### src/rtl/pll_reconf_pkg.sv
// PLL reconfiguration controller: shared opcodes, status codes, FSM states.
// No ports; imported by pll_reconf_sync and pll_reconf_ctrl.
package pll_reconf_pkg;

  localparam logic [1:0] OPC_NOP  = 2'b00;
  localparam logic [1:0] OPC_WR   = 2'b01;
  localparam logic [1:0] OPC_RD   = 2'b10;
  localparam logic [1:0] OPC_ADDR = 2'b11;

  localparam logic [1:0] ST_OK       = 2'b00;
  localparam logic [1:0] ST_LOCK_TMO = 2'b01;

  typedef enum logic [2:0] {
    S_IDLE,
    S_ADDR,
    S_ACCESS,
    S_RDWAIT,
    S_RST,
    S_LOCKWAIT,
    S_RSP
  } state_e;

endpackage

### src/rtl/pll_reconf_sync.sv
// Two-flop synchroniser, async active-low reset to 0.
// Ports: clk, rst_n, d_i (async input), q_o (synchronised output).
module pll_reconf_sync (
  input  logic clk,
  input  logic rst_n,
  input  logic d_i,
  output logic q_o
);

  logic [1:0] ff_q;

  always_ff @(posedge clk or negedge rst_n) begin
    if (!rst_n) ff_q <= '0;
    else        ff_q <= {ff_q[0], d_i};
  end

  assign q_o = ff_q[1];

endmodule

### src/rtl/pll_reconf_ctrl.sv
// PLL dynamic-reconfiguration port controller: turns single register
// read/write/commit requests into MDOPC sequences and a reset/relock step.
// Ports: req_* request (valid/ready), rsp_* one-cycle response, md_* PLL
// reconfig port, pll_reset/pll_lock, lock_lost/lock_loss_cnt monitor.
// Optional macro PLL_RECONF_LOCK_MON_EN enables the IDLE lock-loss monitor.
module pll_reconf_ctrl
  import pll_reconf_pkg::*;
#(
  parameter int READ_LAT     = 2,
  parameter int RST_CYCLES   = 16,
  parameter int LOCK_TIMEOUT = 65535
) (
  input  logic       clk,
  input  logic       rst_n,
  input  logic       req_valid,
  output logic       req_ready,
  input  logic       req_write,
  input  logic       req_commit,
  input  logic [7:0] req_addr,
  input  logic [7:0] req_wdata,
  output logic       rsp_valid,
  output logic [7:0] rsp_rdata,
  output logic [1:0] rsp_status,
  output logic       busy,
  output logic [1:0] md_opc,
  output logic       md_ainc,
  output logic [7:0] md_wdi,
  input  logic [7:0] md_rdo,
  output logic       pll_reset,
  input  logic       pll_lock,
  output logic       lock_lost,
  output logic [7:0] lock_loss_cnt
);

  localparam int TW = $clog2(LOCK_TIMEOUT + 1);
  localparam int RW = $clog2(RST_CYCLES + 1);
  localparam int LW = $clog2(READ_LAT + 1);
  localparam int MW = (TW > RW) ? TW : RW;
  localparam int CW = (MW > LW) ? MW : LW;

  state_e state_q, state_d;
  logic [CW-1:0] cnt_q, cnt_d;

  logic       write_q, write_d;
  logic [7:0] addr_q, addr_d;
  logic [7:0] wdata_q, wdata_d;
  logic       shadow_vld_q, shadow_vld_d;
  logic [7:0] shadow_addr_q, shadow_addr_d;

  logic       ready_q, ready_d;
  logic       rspv_q, rspv_d;
  logic [7:0] rdata_q, rdata_d;
  logic [1:0] status_q, status_d;
  logic       busy_q, busy_d;
  logic [1:0] opc_q, opc_d;
  logic       ainc_q, ainc_d;
  logic [7:0] wdi_q, wdi_d;
  logic       prst_q, prst_d;

  logic lock_s;
  logic accept;
  logic lock_ok;
  logic tmo;
  logic rd_done;
  logic rst_done;

  pll_reconf_sync u_lock_sync (
    .clk   (clk),
    .rst_n (rst_n),
    .d_i   (pll_lock),
    .q_o   (lock_s)
  );

  assign accept   = req_valid && (state_q == S_IDLE);
  // First three LOCKWAIT cycles may still see pre-reset lock state.
  assign lock_ok  = (cnt_q >= CW'(3)) && lock_s;
  assign tmo      = cnt_q == CW'(LOCK_TIMEOUT - 1);
  assign rd_done  = cnt_q == CW'(READ_LAT - 1);
  assign rst_done = cnt_q == CW'(RST_CYCLES - 1);

  always_ff @(posedge clk or negedge rst_n) begin
    if (!rst_n) begin
      state_q       <= S_IDLE;
      cnt_q         <= '0;
      write_q       <= 1'b0;
      addr_q        <= '0;
      wdata_q       <= '0;
      shadow_vld_q  <= 1'b0;
      shadow_addr_q <= '0;
      ready_q       <= 1'b1;
      rspv_q        <= 1'b0;
      rdata_q       <= '0;
      status_q      <= ST_OK;
      busy_q        <= 1'b0;
      opc_q         <= OPC_NOP;
      ainc_q        <= 1'b0;
      wdi_q         <= '0;
      prst_q        <= 1'b0;
    end else begin
      state_q       <= state_d;
      cnt_q         <= cnt_d;
      write_q       <= write_d;
      addr_q        <= addr_d;
      wdata_q       <= wdata_d;
      shadow_vld_q  <= shadow_vld_d;
      shadow_addr_q <= shadow_addr_d;
      ready_q       <= ready_d;
      rspv_q        <= rspv_d;
      rdata_q       <= rdata_d;
      status_q      <= status_d;
      busy_q        <= busy_d;
      opc_q         <= opc_d;
      ainc_q        <= ainc_d;
      wdi_q         <= wdi_d;
      prst_q        <= prst_d;
    end
  end

  always_comb begin
    state_d = state_q;
    cnt_d   = cnt_q;
    unique case (state_q)
      S_IDLE: begin
        cnt_d = '0;
        if (accept) begin
          if (req_commit)
            state_d = S_RST;
          else if (shadow_vld_q && (req_addr == shadow_addr_q))
            state_d = S_ACCESS;
          else
            state_d = S_ADDR;
        end
      end
      S_ADDR: state_d = S_ACCESS;
      S_ACCESS: begin
        cnt_d   = '0;
        state_d = write_q ? S_RSP : S_RDWAIT;
      end
      S_RDWAIT: begin
        if (rd_done) state_d = S_RSP;
        else         cnt_d   = cnt_q + CW'(1);
      end
      S_RST: begin
        if (rst_done) begin
          state_d = S_LOCKWAIT;
          cnt_d   = '0;
        end else begin
          cnt_d = cnt_q + CW'(1);
        end
      end
      S_LOCKWAIT: begin
        if (lock_ok || tmo) state_d = S_RSP;
        else                cnt_d   = cnt_q + CW'(1);
      end
      S_RSP:   state_d = S_IDLE;
      default: state_d = S_IDLE;
    endcase
  end

  // Outputs are decoded from the next state so each registered pin
  // lines up with the state it belongs to.
  always_comb begin
    write_d       = write_q;
    addr_d        = addr_q;
    wdata_d       = wdata_q;
    shadow_vld_d  = shadow_vld_q;
    shadow_addr_d = shadow_addr_q;
    rdata_d       = rdata_q;
    status_d      = status_q;
    opc_d         = OPC_NOP;
    wdi_d         = '0;
    if (accept) begin
      write_d = req_write;
      addr_d  = req_addr;
      wdata_d = req_wdata;
    end
    unique case (state_q)
      S_IDLE:   if (accept) status_d = ST_OK;
      S_ADDR: begin
        shadow_addr_d = addr_q;
        shadow_vld_d  = 1'b1;
      end
      S_ACCESS: shadow_addr_d = shadow_addr_q + 8'd1;
      S_RDWAIT: if (rd_done) rdata_d = md_rdo;
      S_RST:    shadow_vld_d = 1'b0;
      S_LOCKWAIT: begin
        if (lock_ok)  status_d = ST_OK;
        else if (tmo) status_d = ST_LOCK_TMO;
      end
      default: ;
    endcase
    unique case (1'b1)
      (state_d == S_ADDR): begin
        opc_d = OPC_ADDR;
        wdi_d = addr_d;
      end
      (state_d == S_ACCESS): begin
        opc_d = write_d ? OPC_WR : OPC_RD;
        wdi_d = write_d ? wdata_d : 8'h00;
      end
      default: ;
    endcase
    ready_d = state_d == S_IDLE;
    busy_d  = state_d != S_IDLE;
    rspv_d  = state_d == S_RSP;
    ainc_d  = state_d == S_ACCESS;
    prst_d  = state_d == S_RST;
  end

  assign req_ready  = ready_q;
  assign rsp_valid  = rspv_q;
  assign rsp_rdata  = rdata_q;
  assign rsp_status = status_q;
  assign busy       = busy_q;
  assign md_opc     = opc_q;
  assign md_ainc    = ainc_q;
  assign md_wdi     = wdi_q;
  assign pll_reset  = prst_q;

`ifdef PLL_RECONF_LOCK_MON_EN
  logic       lock_d1_q;
  logic       lost_q;
  logic [7:0] lcnt_q;

  always_ff @(posedge clk or negedge rst_n) begin
    if (!rst_n) begin
      lock_d1_q <= 1'b0;
      lost_q    <= 1'b0;
      lcnt_q    <= '0;
    end else begin
      lock_d1_q <= lock_s;
      if (accept && req_commit) begin
        lost_q <= 1'b0;
        lcnt_q <= '0;
      end else if ((state_q == S_IDLE) && lock_d1_q && !lock_s) begin
        lost_q <= 1'b1;
        if (lcnt_q != 8'hFF) lcnt_q <= lcnt_q + 8'd1;
      end
    end
  end

  assign lock_lost     = lost_q;
  assign lock_loss_cnt = lcnt_q;
`else
  assign lock_lost     = 1'b0;
  assign lock_loss_cnt = 8'h00;
`endif

endmodule

### config.mk
export PLATFORM = sky130hd
export DESIGN_NAME = pll_reconf_ctrl
export DESIGN_NICKNAME = d
export VERILOG_FILES = /design/src/rtl/pll_reconf_pkg.sv /design/src/rtl/pll_reconf_sync.sv /design/src/rtl/pll_reconf_ctrl.sv
export SDC_FILE = /design/constraint.sdc
export NUM_CORES = 1
export LEC_CHECK = 0
export ABC_AREA = 1
export CORE_UTILIZATION = 25
export CTS_CLUSTER_DIAMETER = 30
export DETAILED_ROUTE_END_ITERATION = 8
export SYNTH_ARGS = -nofsm -noshare
export SYNTH_HDL_FRONTEND = slang
export SYNTH_SLANG_ARGS = --single-unit
### constraint.sdc
create_clock -name clk -period 5.4 [get_ports clk]
set_clock_uncertainty 0.05 [all_clocks]
set_input_delay 1.62 -clock clk [delete_from_list [all_inputs] [get_ports clk]]
set_output_delay 1.62 -clock clk [all_outputs]
set_load 0.01 [all_outputs]
* Yosys cells after proc, flatten, opt, wreduce, memory -nomap -nowiden
Cells that the tools add are included.
Storage, ports and cells: output and inout bits 34, flip-flop bits (word level) 72
Cells by class: mux-type cells 25, add/sub/neg operators 2, magnitude comparators 1, reduce and logical (&&, ||, !) cells 15, eq/ne operators 17
Operator list (number):
- one-hot mux 16 bit (4 select lines) | 1
- two-way mux 16 bit | 3
- one-hot mux 8 bit (2 select lines) | 2
- two-way mux 8 bit | 3
- two-way mux 3 bit | 6
- one-hot mux 3 bit (6 select lines) | 1
- adder 16 x 1 -> 16 bit, second input constant | 1
- == test 16 x 1 -> 1 bit, second input constant | 1
- == test 16 bit, second input constant | 1
- == test 16 x 4 -> 1 bit, second input constant | 1
- >= comparator 16 x 2 -> 1 bit, second input constant | 1
- == test 3 bit, second input constant | 4
- two-way mux 2 bit | 5
- == test 3 x 2 -> 1 bit, second input constant | 3
- adder 8 x 1 -> 8 bit, second input constant | 1
- == test 8 bit | 1
- one-hot mux 2 bit (2 select lines) | 2
- == test 3 x 1 -> 1 bit, second input constant | 2
- logical NOT 3 bit | 2
- != test 2 bit, second input constant | 3
- AND reduction 3 bit | 2
- nonzero test 2 bit | 3
- nonzero test 4 bit | 1
- logical AND 1 bit | 3
- 7 further kinds | 7

* Depth between registers and ports, before layout
Gate-level depths: netlist of run 1.
depth in word-level cells 8, depth in mapped cells 13, gate-level depth less buffers 12

* Hierarchy
From an unflattened synthesis of run 1, not the netlist that was laid out.
Unflattened totals: cell total of the unflattened synthesis 492, area, all modules 3773.6 um^2
Modules (own cells, without submodules):
- pll_reconf_ctrl | instances 1, area each 3723.6 um^2, cells each 490
- pll_reconf_sync | instances 1, area each 50.0 um^2, cells each 2

* Worst setup path before layout of run 1
Ideal clock, no wire load.
path kind input-to-reg, start input port req_addr[2], end register busy_q (netlist: busy), arrival 2.595 ns, cell stages on the path 7, data required time 5.230 ns, path slack 2.635 ns, buffers on the path 0, cell sequence or2_2 > a21oi_1 > nand2_1 > nand2_1 > nand3_1 > nor2_1 > nand2_1
On the way: word-level cells in the longest chain between the ends 7
RTL lines:
- from (decl) | line pll_reconf_ctrl.sv:19 | input logic [7:0] req_addr,
- == test 8 bit | line pll_reconf_ctrl.sv:128 | else if (shadow_vld_q && (req_addr == shadow_addr_q))
- logical AND 1 bit | line pll_reconf_ctrl.sv:128
- two-way mux 2 bit | line pll_reconf_ctrl.sv:128
- two-way mux 3 bit | line pll_reconf_ctrl.sv:126 | if (req_commit)
- two-way mux 3 bit | line pll_reconf_ctrl.sv:125 | if (accept) begin
- one-hot mux 3 bit (6 select lines) | line pll_reconf_ctrl.sv:122 | unique case (state_q)
- net state_d[0] | line pll_reconf_ctrl.sv:41 | state_e state_q, state_d;
- nonzero test 3 bit | line pll_reconf_ctrl.sv:204 | busy_d = state_d != S_IDLE;
- net busy_d | line pll_reconf_ctrl.sv:54 | logic busy_q, busy_d;
- to (signal assigned) | line pll_reconf_ctrl.sv:111 | busy_q <= busy_d;
- to (decl) | line pll_reconf_ctrl.sv:54
The timed path passes the listed nets, and every way through them passes these cells. A chain may end at the register's enable or synchronous reset.

* Worst setup path after layout of run 1
start input port req_addr[2], end register ready_q (netlist: req_ready)
On the way: word-level cells in the longest chain between the ends 7
RTL lines:
- == test 8 bit | line pll_reconf_ctrl.sv:128
- logical AND 1 bit | line pll_reconf_ctrl.sv:128
- two-way mux 2 bit | line pll_reconf_ctrl.sv:128
- two-way mux 3 bit | line pll_reconf_ctrl.sv:126
- two-way mux 3 bit | line pll_reconf_ctrl.sv:125
- one-hot mux 3 bit (6 select lines) | line pll_reconf_ctrl.sv:122
- net state_d[0] | line pll_reconf_ctrl.sv:41
- logical NOT 3 bit | line pll_reconf_ctrl.sv:203 | ready_d = state_d == S_IDLE;
- net ready_d | line pll_reconf_ctrl.sv:50 | logic ready_q, ready_d;
- to (signal assigned) | line pll_reconf_ctrl.sv:107 | ready_q <= ready_d;
- to (decl) | line pll_reconf_ctrl.sv:50
The timed path passes the listed nets, and every way through them passes these cells.

==> results of run 1 <==
==> worst max path at each step <==
stage	startpoint	end
global route	req_addr[3]	req_ready$_DFF_PN1_
global placement	req_addr[2]	req_ready$_DFF_PN1_
finish	req_addr[2]	req_ready$_DFF_PN1_
floorplan	req_addr[2]	busy$_DFF_PN0_
detailed placement	req_addr[2]	req_ready$_DFF_PN1_
CTS	req_addr[2]	req_ready$_DFF_PN1_
==> Yosys cell counts <==
master	n	area (µm²)
inv_1	53	199
nand2_4	2	22.5
buf_6	1	11.3
dfrtp_1	70	1750
nor2_1	43	161
o21ai_0	29	145
nor3_1	4	20.0
xnor2_1	3	26.3
inv_2	3	11.3
inv_6	1	8.76
o22ai_1	4	25.0
xor2_1	10	87.6
o21bai_1	2	15.0
or2_2	4	25.0
nor2_4	1	11.3
nand2_1	137	514
or2_1	5	31.3
buf_12	1	20.0
a21oi_1	19	95.1
clkinv_2	1	5.00
nand4_1	7	43.8
nand3_2	1	10.0
nand3b_1	1	7.51
clkbuf_1	3	11.3
nor3_2	2	20.0
buf_4	11	82.6
a22oi_1	1	7.51
nor3_4	1	16.3
nor2_2	1	6.26
buf_2	2	10.0
clkinv_1	1	3.75
o21ai_1	3	15.0
dfstp_2	1	26.3
ha_1	4	50.1
nand3_4	2	35.0
nand3_1	23	115
o21ai_2	7	61.3
o221ai_1	2	17.5
nand2_2	13	81.3
conb_1	1	3.75
o211ai_1	5	37.5
==> power by group <==
part / leakage, nW / switching (mW) / internal (mW) / total (mW)
combinational: 1.23 / 0.575 / 0.374 / 0.949
sequential: 0.878 / 0.125 / 0.730 / 0.855
clock: 0.151 / 0.232 / 0.375 / 0.607
total: 2.26 / 0.931 / 1.48 / 2.41
==> state kept, by name (all words and copies together), names as in the netlist, 2 cells and up <==
name	cells
rsp_rdata	8
state_q	3
wdata_q	8
u_lock_sync.ff_q	2
addr_q	8
shadow_addr_q	8
md_wdi	8
md_opc	2
cnt_q	16
==> layout make-up <==
class                           count  area share [%]
Sequential cell                    71            36.9
Multi-Input combinational cell    346            36.2
Timing Repair Buffer               53            11.0
Clock buffer                       11            5.04
Tap cell                          184            4.78
Inverter                           59            4.73
Clock inverter                      5            1.35
==> through the flow <==
| step | power (mW) | setup WS, ps | instances | utilization, % | hold slack, ps |
|---|---|---|---|---|---|
| after detailed placement | 1.82 | 1900 | 713 | 30.5 | 287 |
| final | 2.41 | 2240 | 729 | 32.6 | 305 |
| after CTS | 2.44 | 2230 | 729 | 32.6 | 308 |
| after global placement | 1.80 | 1950 | 713 | 30.5 | 290 |
| after floorplan | 1.47 | 2640 | 494 | - | 281 |
| after global routing | 2.60 | 2080 | 729 | 32.6 | 326 |
==> per-layer routing <==
metal | GRT usage, % | routed length (µm) | up-vias
li1 | - | - | 1641
met1 | 14.8 | 4080 | 1544
met2 | 19.9 | 4360 | 97
met3 | 2.89 | 493 | 9
met4 | 4.89 | 110 | 0
met5 | 0 | 0 | -
==> kinds of logic after synthesis <==
logic type / after synthesis / share of synthesized area, %
simple gates: 247 / 29.1
buf+inv: 77 / 9.43
compound gates: 72 / 10.9
flops: 71 / 46.2
xor+xnor: 13 / 2.96
fa+ha+maj: 4 / 1.30
other cells: 1 / 0.0974
==> results.yml, run 1 <==
drt:
  drt_pass1_iterations: 5
  routed_wl_um: 9040
  post_drt_wl_per_cell_um: 12.4
  ant_nets: 0
  drc: 0
  drt_iter0_drc: 227
  viasPerCell: 4.51
  via_count: 3291
cells_and_area:
  final_cell_mix: "nand2_1 (137), dfrtp_1 (70), inv_1 (53)"
  stdcell_area_um2: 4810
  drive_gt1_share_pct: 10.3
  register_area_um2: 1780
  layout_commonest_cell: "nand2_1"
  num_antenna_cells: 0
  multi_input_area_um2: 1740
  area_growth_pct: 25.1
  n_fill_cell: 1552
  nets: 574
worst_setup_path:
  arrival_ps: 3340
  max_stage_delay_ps: 470
  cp_top_family: "simple AND/OR/NAND/NOR gates"
  cp.depth: 7
  crit_top_cell: "nand2_1"
  r2r_start: "state_q[2]$_DFF_PN0_"
  cp-end-kind: "flop"
  crit_type: "primary input to flop"
  crit_chain: "clkdlybuf4s50_1, or2_2, a21oi_1, nand2_1, nand2_1, nand3_1, nor3_1"
  path_max_fanout: 5
  slowest_stage: "clkdlybuf4s50_1"
  rrSetupSlack_ps: 3150
  r2r-end: "busy$_DFF_PN0_"
  reg2regPathDepth: 10
  start_kind: "primary input"
  required_ps: 5580
  worst-path-buf-inv: 1
logic_synthesis:
  syn_area_per_cell_um2: 7.94
  yosysWarnings: 0
  ys_types: 41
  synthCells: 485
  ys_seq_area_share_pct: 46.2
  netlist_area_um2: 3850
  ys_ff_latch: 71
die:
  ioPinCount: 64
  fp.dieH_um: 126
  rows: 44
  start_util_pct: 26.1
  fp.dieArea_um2: 15900
  coreArea_um2: 14800
  die_w_um: 126
cts:
  cts_tree: "yes"
  hold_buffers: 0
  cts_max_level: 3
  path_clk_slew_ps: 60
  clk_root_buffer_cell: "clkbuf_16"
  cts_sinks: 71
  cts_buffer_depth: 2
  clk_latency_ps: 330
  cts_buffers: 9
  cts_resized: 0
  cts_setup_buffers: 0
sta:
  period_minus_slack_ps: 3160
  setup_tns_ps: 0
  setup_violations: 0
  fmax_mhz: 317
  finalMaxSlewViolations: 0
  worst_pin_slew_ps: 910
  grt_setup_unrepaired: "no"
  slew_headroom_pct: 39.3
  hold_viol: 0
  fin_crit_sh_pct: 58.5
power:
  ir_drop_v: 0.000260
  p_per_area_nw_per_um2: 501
  cellLeakagePower_nw: 2.26
global_route:
  gr-usage-all-layers_pct: 11.9
  grt_overflow_total: 0
  grt_pass1_vias: 3134
  grt_pass1_wl_um: 14900
  grt_max_degree: 72
  antenna_found_initial: 0
min_path:
  hp-class: "flop to flop"
  min_from: "u_lock_sync.ff_q[0]$_DFF_PN0_"
  hold_depth: 0
  hold_end: "u_lock_sync.ff_q[1]$_DFF_PN0_"
place:
  placed_area_um2: 4510
  io_buffers: 53
  place.gp.congestion: 0.855
  dp_hpwl_um: 6560
flow_run:
  max-cap-violations: 0
run_status:
  status: "finished, final reports clean"
Note: power is estimated with default switching activity, not from simulation.
==> run 2: changes to the inputs <==
clock period = 3.2 ns   (was 5.4 ns; I/O delays follow)
==> run 2 against run 1 <==
Net effect: die area unchanged; clock-buffer cell count shrank 2; power rose by 67%; worst setup slack worse by 1600 ps; final cell count is 0.14% higher; non-clock buffer count increased by 2; sequential power grew 70%; critical endpoint unchanged; highest routed layer unchanged.
==> results.yml, run 2 (same netlist as run 1, synthesis figures left out) <==
drt:
  drt_pass1_iterations: 4
  dr_wl_met3_um: 423
  viasPerCell: 4.50
  ant_nets: 0
  wl_met2_um: 4310
  post_drt_wl_per_cell_um: 12.6
  highest_layer: "met4"
  via_count: 3282
  drt_iter0_drc: 202
  routed_wl_um: 9220
  drc: 0
  wl_met1_um: 4250
sta:
  period_minus_slack_ps: 2540
  setup_violations: 0
  finalMaxSlewViolations: 0
  fmax_mhz: 393
  setup_tns_ps: 0
  grt_setup_unrepaired: "no"
  slew_headroom_pct: 39.4
  worst_pin_slew_ps: 909
  fin_crit_sh_pct: 79.5
  hold_viol: 0
min_path:
  hp-class: "flop to flop"
  hold_depth: 0
  min_from: "u_lock_sync.ff_q[0]$_DFF_PN0_"
  hold_end: "u_lock_sync.ff_q[1]$_DFF_PN0_"
cts:
  cts_sinks: 71
  clk_latency_ps: 330
  cts_resized: 0
  cts_buffer_depth: 2
  cts_max_level: 3
  cts_tree: "yes"
  cts_setup_buffers: 0
  path_clk_slew_ps: 50
  clk_root_buffer_cell: "clkbuf_16"
  cts_buffers: 9
  hold_buffers: 0
die:
  rows: 44
  fp.dieH_um: 126
  die_w_um: 126
  fp.dieArea_um2: 15900
  coreArea_um2: 14800
  start_util_pct: 26.1
  ioPinCount: 64
worst_setup_path:
  slowest_stage: "clkdlybuf4s50_1"
  cp.depth: 7
  crit_type: "primary input to flop"
  rrSetupSlack_ps: 1130
  worst-path-buf-inv: 1
  crit_top_cell: "nand2_1"
  reg2regPathDepth: 7
  start_kind: "primary input"
  max_stage_delay_ps: 470
  cp_top_family: "simple AND/OR/NAND/NOR gates"
  required_ps: 3380
  arrival_ps: 2720
  path_max_fanout: 5
  r2r-end: "shadow_addr_q[2]$_DFFE_PN0P_"
  crit_chain: "clkdlybuf4s50_1, or2_2, a21oi_1, nand2_1, nand2_1, nand3_1, nor3_1"
  cp-end-kind: "flop"
  r2r_start: "state_q[1]$_DFF_PN0_"
global_route:
  grt_overflow_total: 0
  grt_pass1_vias: 3181
  gr-usage-all-layers_pct: 12.3
  antenna_found_initial: 0
  grt_pass1_wl_um: 15400
  grt_max_degree: 72
place:
  place.gp.congestion: 0.849
  io_buffers: 53
  placed_area_um2: 4520
  dp_hpwl_um: 6610
cells_and_area:
  final_cell_mix: "nand2_1 (137), dfrtp_1 (70), inv_1 (53)"
  nets: 576
  final_util_pct: 32.6
  largest-register: "cnt_q"
  n_fill_cell: 1561
  area_growth_pct: 24.9
  drive_gt1_share_pct: 10.6
  multi_input_area_um2: 1740
  stdcell_area_um2: 4810
  register_area_um2: 1780
  layout_commonest_cell: "nand2_1"
  num_antenna_cells: 0
  largest_register_ffs: 16
power:
  cellLeakagePower_nw: 2.25
  ir_drop_v: 0.000406
  p_per_area_nw_per_um2: 838
run_status:
  status: "finished, final reports clean"
flow_run:
  max-cap-violations: 0
==> run 2: cell count changes in the layout (fill, tap and decap cells not counted), sizes merged <==
cell and change:
clkbuf -2, buf +2, inv -2, clkinvlp +3
==> run 2: layout make-up <==
type | instances | share of cell area [%]
Multi-Input combinational cell | 346 | 36.2
Timing Repair Buffer | 55 | 11.3
Sequential cell | 71 | 37.0
Inverter | 59 | 4.74
Clock buffer | 9 | 4.68
Tap cell | 184 | 4.79
Clock inverter | 6 | 1.30
==> run 2: worst max-delay path by stage <==
stage / start / endpoint
3_3_place_gp: req_addr[2] / req_ready$_DFF_PN1_
5_1_grt: req_addr[0] / req_ready$_DFF_PN1_
3_5_place_dp: req_addr[2] / req_ready$_DFF_PN1_
6_report: req_addr[2] / req_ready$_DFF_PN1_
4_1_cts: req_addr[2] / req_ready$_DFF_PN1_
2_1_floorplan: req_addr[2] / busy$_DFF_PN0_
==> run 2: power by group <==
group          switching, mW  internal (mW)  total, mW
Combinational          0.970          0.642       1.61
Sequential             0.213           1.23       1.45
Clock                  0.376          0.595      0.971
==> run 2: stage by stage <==
stage	hold WS, ps	worst slack (ps)	total power [mW]	cells
3_5_place_dp	289	343	3.08	715
2_1_floorplan	281	1100	2.48	494
5_1_grt	329	549	4.35	730
4_1_cts	310	676	4.08	730
3_3_place_gp	289	397	3.04	715
6_report	304	657	4.03	730
==> run 2: per-layer routing <==
layer  global-route usage (%)  vias to the layer above
li1                         -                     1639
met5                        0                        -
met1                     15.5                     1543
met4                     6.31                        0
met3                     2.59                       16
met2                     19.7                       84
